$ cat src/rtl/ps2_multikey_decoder.sv
// ps2_multikey_decoder
// PS/2 keyboard front end for the TankWar input path. kclk/kdata are
// oversampled on clk_50m (never used as a clock), each 11-bit frame is
// checked, E0/F0 prefixes are folded into the following code, and a held-state
// bit is kept per mapped key so simultaneous presses (move + fire) coexist.
//
// Ports:
//   clk_50m      in   system clock
//   rst_n        in   asynchronous active-low reset, synchronous release
//   kclk, kdata  in   raw PS/2 lines, asynchronous to clk_50m
//   player_btns  out  held key state, one bit per KEYMAP entry
//   scan_valid   out  one-cycle pulse per decoded non-prefix code
//   scan_code    out  last decoded code byte (held between pulses)
//   scan_ext     out  code was preceded by E0
//   scan_break   out  code was preceded by F0
//   frame_err    out  one-cycle pulse on start/stop/parity error or timeout
//
// Receiver states:
//   state    | meaning
//   S_IDLE   | bus idle, waiting for the start-bit falling edge
//   S_RECV   | shifting bits 1..10 in, inter-edge timeout running
//   S_CHECK  | validate start, stop and odd parity
//   S_DECODE | apply prefix flags / key map for the received byte
module ps2_multikey_decoder #(
  parameter int unsigned CLK_HZ          = 50000000,
  parameter int unsigned FILTER_LEN      = 8,
  parameter int unsigned TIMEOUT_US      = 2000,
  parameter int unsigned NUM_PLAYERS     = 2,
  parameter int unsigned KEYS_PER_PLAYER = 5,
  parameter logic [NUM_PLAYERS*KEYS_PER_PLAYER*9-1:0] KEYMAP =
    {9'h070, 9'h074, 9'h06B, 9'h072, 9'h075, 9'h029, 9'h023, 9'h01C, 9'h01B, 9'h01D}
) (
  input  logic                                   clk_50m,
  input  logic                                   rst_n,
  input  logic                                   kclk,
  input  logic                                   kdata,
  output logic [NUM_PLAYERS*KEYS_PER_PLAYER-1:0] player_btns,
  output logic                                   scan_valid,
  output logic [7:0]                             scan_code,
  output logic                                   scan_ext,
  output logic                                   scan_break,
  output logic                                   frame_err
);

  localparam int unsigned NKEYS   = NUM_PLAYERS * KEYS_PER_PLAYER;
  localparam int unsigned TMO_CYC = (CLK_HZ / 1000000) * TIMEOUT_US;
  localparam logic [7:0]  FLT_MAX = 8'(FILTER_LEN - 1);
  localparam logic [31:0] TMO_MAX = 32'(TMO_CYC - 1);

  typedef enum logic [1:0] {S_IDLE, S_RECV, S_CHECK, S_DECODE} state_e;

  logic       kclk_s1_q, kclk_s2_q, kdata_s1_q, kdata_s2_q;
  logic       kclk_f_q, kdata_f_q, kclk_f_prev_q;
  logic [7:0] kclk_cnt_q, kdata_cnt_q;
  logic       kclk_fall;

  // Synchronisers and glitch filters. Everything presets to 1 so a reset
  // looks like an idle bus and cannot fabricate a falling edge.
  always_ff @(posedge clk_50m or negedge rst_n) begin
    if (!rst_n) begin
      kclk_s1_q     <= 1'b1;
      kclk_s2_q     <= 1'b1;
      kdata_s1_q    <= 1'b1;
      kdata_s2_q    <= 1'b1;
      kclk_f_q      <= 1'b1;
      kdata_f_q     <= 1'b1;
      kclk_f_prev_q <= 1'b1;
      kclk_cnt_q    <= '0;
      kdata_cnt_q   <= '0;
    end else begin
      kclk_s1_q     <= kclk;
      kclk_s2_q     <= kclk_s1_q;
      kdata_s1_q    <= kdata;
      kdata_s2_q    <= kdata_s1_q;
      kclk_f_prev_q <= kclk_f_q;
      // The filtered value flips on the FILTER_LEN-th consecutive sample
      // that disagrees with it; any agreeing sample restarts the run.
      if (kclk_s2_q == kclk_f_q) begin
        kclk_cnt_q <= '0;
      end else if (kclk_cnt_q == FLT_MAX) begin
        kclk_f_q   <= kclk_s2_q;
        kclk_cnt_q <= '0;
      end else begin
        kclk_cnt_q <= kclk_cnt_q + 8'd1;
      end
      if (kdata_s2_q == kdata_f_q) begin
        kdata_cnt_q <= '0;
      end else if (kdata_cnt_q == FLT_MAX) begin
        kdata_f_q   <= kdata_s2_q;
        kdata_cnt_q <= '0;
      end else begin
        kdata_cnt_q <= kdata_cnt_q + 8'd1;
      end
    end
  end

  assign kclk_fall = kclk_f_prev_q & ~kclk_f_q;

  state_e           state_q;
  logic [3:0]       bitcnt_q;
  logic [10:0]      shift_q;
  logic [31:0]      tmo_q;
  logic             ext_q, brk_q;
  logic [NKEYS-1:0] btns_q;
  logic             scan_valid_q, scan_ext_q, scan_break_q, frame_err_q;
  logic [7:0]       scan_code_q;

  logic [7:0]       rx_byte;
  logic             frame_ok;
  logic [NKEYS-1:0] key_hit;
  logic [NKEYS-1:0] btns_d;

  // Frame layout after 11 LSB-first shifts: [0] start, [8:1] data,
  // [9] parity, [10] stop.
  assign rx_byte  = shift_q[8:1];
  assign frame_ok = ~shift_q[0] & shift_q[10] & (^shift_q[9:1]);

  always_comb begin
    key_hit = '0;
    for (int k = 0; k < int'(NKEYS); k++) begin
      key_hit[k] = (KEYMAP[k*9 +: 9] == {ext_q, rx_byte});
    end
    btns_d = (btns_q & ~key_hit) | (key_hit & {NKEYS{~brk_q}});
  end

  always_ff @(posedge clk_50m or negedge rst_n) begin
    if (!rst_n) begin
      state_q      <= S_IDLE;
      bitcnt_q     <= '0;
      shift_q      <= '0;
      tmo_q        <= '0;
      ext_q        <= 1'b0;
      brk_q        <= 1'b0;
      btns_q       <= '0;
      scan_valid_q <= 1'b0;
      scan_code_q  <= '0;
      scan_ext_q   <= 1'b0;
      scan_break_q <= 1'b0;
      frame_err_q  <= 1'b0;
    end else begin
      scan_valid_q <= 1'b0;
      frame_err_q  <= 1'b0;
      case (state_q)
        S_IDLE: begin
          if (kclk_fall) begin
            shift_q  <= {kdata_f_q, shift_q[10:1]};
            bitcnt_q <= 4'd1;
            tmo_q    <= '0;
            state_q  <= S_RECV;
          end
        end
        S_RECV: begin
          if (kclk_fall) begin
            shift_q <= {kdata_f_q, shift_q[10:1]};
            tmo_q   <= '0;
            if (bitcnt_q == 4'd10) begin
              bitcnt_q <= '0;
              state_q  <= S_CHECK;
            end else begin
              bitcnt_q <= bitcnt_q + 4'd1;
            end
          end else if (tmo_q == TMO_MAX) begin
            frame_err_q <= 1'b1;
            bitcnt_q    <= '0;
            ext_q       <= 1'b0;
            brk_q       <= 1'b0;
            state_q     <= S_IDLE;
          end else begin
            tmo_q <= tmo_q + 32'd1;
          end
        end
        S_CHECK: begin
          if (frame_ok) begin
            state_q <= S_DECODE;
          end else begin
            frame_err_q <= 1'b1;
            ext_q       <= 1'b0;
            brk_q       <= 1'b0;
            state_q     <= S_IDLE;
          end
        end
        S_DECODE: begin
          state_q <= S_IDLE;
          case (rx_byte)
            8'hE0: ext_q <= 1'b1;
            8'hF0: brk_q <= 1'b1;
            8'hE1: begin
              ext_q <= 1'b0;
              brk_q <= 1'b0;
            end
            // BAT pass and keyboard error/overrun: the key state can no
            // longer be trusted, so drop every held bit.
            8'hAA, 8'h00, 8'hFF: begin
              btns_q       <= '0;
              scan_valid_q <= 1'b1;
              scan_code_q  <= rx_byte;
              scan_ext_q   <= ext_q;
              scan_break_q <= brk_q;
              ext_q        <= 1'b0;
              brk_q        <= 1'b0;
            end
            default: begin
              btns_q       <= btns_d;
              scan_valid_q <= 1'b1;
              scan_code_q  <= rx_byte;
              scan_ext_q   <= ext_q;
              scan_break_q <= brk_q;
              ext_q        <= 1'b0;
              brk_q        <= 1'b0;
            end
          endcase
        end
        default: state_q <= S_IDLE;
      endcase
    end
  end

  assign player_btns = btns_q;
  assign scan_valid  = scan_valid_q;
  assign scan_code   = scan_code_q;
  assign scan_ext    = scan_ext_q;
  assign scan_break  = scan_break_q;
  assign frame_err   = frame_err_q;

endmodule

$ cat config.mk
export PLATFORM = sky130hd
export DESIGN_NAME = ps2_multikey_decoder
export DESIGN_NICKNAME = d
export VERILOG_FILES = /design/src/rtl/ps2_multikey_decoder.sv
export SDC_FILE = /design/constraint.sdc
export NUM_CORES = 1
export LEC_CHECK = 0
export CORE_MARGIN = 2
export CORE_UTILIZATION = 55
export DETAILED_ROUTE_END_ITERATION = 16
export GPL_TIMING_DRIVEN = 0
export PLACE_DENSITY = 0.74
export SYNTH_ARGS = -nofsm -noshare
export SYNTH_HDL_FRONTEND = slang
export SYNTH_SLANG_ARGS = --single-unit
$ cat constraint.sdc
create_clock -name clk_50m -period 5.3 [get_ports clk_50m]
set_input_delay 0.795 -clock clk_50m [delete_from_list [all_inputs] [get_ports clk_50m]]
set_output_delay 0.795 -clock clk_50m [all_outputs]
set_load 0.01 [all_outputs]
==> reports/results.tsv <==
metric	value	unit
status	finished clean	
Worst Setup Start Kind	register	
number of global-route vias before repair	3897	
CTS Buf Count	9	
fin crit share	52.1	%
Sw Pwr	705	µW
Storage cell area	2410	µm²
pin count of the biggest net entering global routing	63	
fin. max-slew vios	0	
antenna violations before repair	0	
Final Setup Violations	0	
Hold-fix buffers, CTS	0	
Final Total Pwr	1870	µW
Main synth FF type	dfrtp_1	
post-synth top area cell	dfrtp_1	
Slew @ Worst Pin	735	ps
Clock Skews	10.3	ps
Cells after Synth	523	
peak supply drop	0.225	mV
Arrival @ worst endpoint	3070	ps
asr flop ratio synth	100	%
Sw Share	37.6	%
placed cell area	5570	µm²
setup bufs post-CTS	0	
DRT Wirelength	11300	µm
HP Class	input pin to asynchronous set/reset pin	
Logic pwr share	26.9	%
final instance area	5780	µm²
Root Buffer	clkbuf_8	
# port buffers	25	
Seq/Total Area, Yosys	46.7	%
Synth area leaders	dfrtp_1, ha_1, dfstp_2, nor2_1, nand2_1	
CTS tree	yes	
Die ar.	10200	µm²
first-pass GRT wire length	19100	µm
Clock power frac	26.1	%
vias per cell	6.14	
GRT Overall Usage	23.8	%
fmax	362	MHz
RSZ-0062 raised after global routing	false	
FILL cells	734	
Final #Nets	590	
syn nets	553	
die outline height	101	µm
Pre-antenna DRT Iters	5	
CP required	5610	ps
initial core utilization	56.4	%
Placer Congestion	0.927	
WS Path Type	register to register	
worst skew pair latency	380	ps
vias post-DR	4153	
number of flops mapped to enable cells by yosys	0	
top-count cell post-synth	dfrtp_1	
Syn Std Cell Area	5160	µm²
io pins	26	
Iteration-0 DRC Markers	295	
YS warnings	0	
Synth cell types	60	
Worst slew margin	50.7	%
Hold Fails Final Rpt	0	
core area	9150	µm²
Avg Cell Area, Syn	9.86	µm²
share of the synthesized area in the top cell type	43.2	%
synth-to-layout area growth	12.1	%
Rows	35	
area of the multi-input gates	2580	µm²
clock transition at the registers of the reported paths	100	ps
final hold slack	360	ps
Resized Gates After CTS	0	
maxcap violations	0	
DP HPWL	8010	µm
DRC viols	0	
Power Dens Cells	324	nW/µm²
clock buffer depth	2	
final core occ	63.2	%
min Tclk post-route	2760	ps
CTS sink count	96	
H-tree levels	3	
grt ovf	0	
Die Wd	101	µm
diodes inserted	0	
Flop pwr share	47.0	%
WL per Instance	16.7	µm
Pint	1170	µW
CP Max Fanout	8	
layout cells sized above 1	9.38	%
kind of end point of the critical path	register	
DRT antenna net count	0	
Synth top cells by count	dfrtp_1, nor2_1, nand2_1, nand3_1, o21ai_0	
#FFs+latches synth	96	
leak pwr	0.00248	µW
## logic make-up (layout without fill, tap and decap cells)
group / Yosys count / after routing / share of synthesized area, %
XOR/XNOR: 31 / 31 / 5.53
adder cells (fa/ha/maj): 26 / 26 / 6.31
buffers and inverters: 43 / 85 / 3.37
AO/OA/AOI/OAI: 89 / 89 / 11.5
flip-flops: 96 / 96 / 46.7
AND/OR/NAND/NOR: 223 / 223 / 23.3
multiplexers: 15 / 15 / 3.23
## cell usage in the layout, fill, tap and decap left out, types with 16 or more instances in the layout
cell	count
clkbuf_1	19
dfrtp_1	89
nand2_1	43
inv_1	21
nand4_1	18
o21ai_0	29
ha_1	26
clkdlybuf4s50_1	24
nor2_1	49
xnor2_1	16
nand3_1	30
## state kept, by name, indices dropped and copies added (netlist names), 2 cells and up
signal,cells
tmo_q,32
shift_q,11
player_btns,10
kclk_cnt_q,8
kdata_cnt_q,8
scan_code,8
bitcnt_q,4
state_q,2
## final timing paths
| kind | startpoint | endpoint | slack (ps) | cells past startpoint |
|---|---|---|---|---|
| hold / removal | rst_n | tmo_q[18]$_DFFE_PN0P_ | 360 | 1 |
| min in group clk_50m | kclk_s1_q$_DFF_PN1_ | kclk_s2_q$_DFF_PN1_ | 360 | 0 |
| setup reg to reg | state_q[1]$_DFFE_PN0P_ | tmo_q[27]$_DFFE_PN0P_ | 2540 | 8 |
| hold reg to reg | kclk_s1_q$_DFF_PN1_ | kclk_s2_q$_DFF_PN1_ | 360 | 0 |
| setup / recovery | state_q[1]$_DFFE_PN0P_ | tmo_q[27]$_DFFE_PN0P_ | 2540 | 8 |
| max in group asynchronous | rst_n | kdata_s2_q$_DFF_PN1_ | 4240 | 2 |
## worst max-delay path, cell delays in order, from the launching register on
cell      delay, ps
dfrtp_1         430
inv_1           120
ha_1            150
clkbuf_1        280
nand2b_1        250
a211oi_2        560
nand4_1         330
or4_1           480
nand2_1          80
## through the flow
step | TNS, ps | worst slack (ps) | cells
2_1_floorplan | 0 | 3160 | 523
3_3_place_gp | -6460 | -80.1 | 659
3_5_place_dp | 0 | 2550 | 660
4_1_cts | 0 | 2520 | 676
5_1_grt | 0 | 2360 | 676
6_report | 0 | 2540 | 676
## power groups by stage
stage	Clock, µW	Sequential, µW	Combinational, µW
4_1_cts	500	880	501
3_5_place_dp	0	894	497
6_report	489	881	504
2_1_floorplan	0	879	355
3_3_place_gp	0	889	472
5_1_grt	521	894	563
## cell type report
class                   instances  area share (%)
repair buffers                 26            4.76
multi-input cells             384            44.6
plain buffers                  22            1.64
clock inverters                 7            1.41
clock buffers                   9            2.14
inverters                      21            1.36
flip-flops and latches         96            41.7
well taps                     111            2.40
## routing by layer
layer | global-route usage (%) | part of all wire [%] | wire, µm
met1 | 33.0 | 45 | 5110
met2 | 37.9 | 48 | 5380
met3 | 4.37 | 5.5 | 622
met4 | 8.22 | 1.6 | 185
met5 | 0 | 0 | 0
Note: power is estimated with default switching activity, not from simulation.
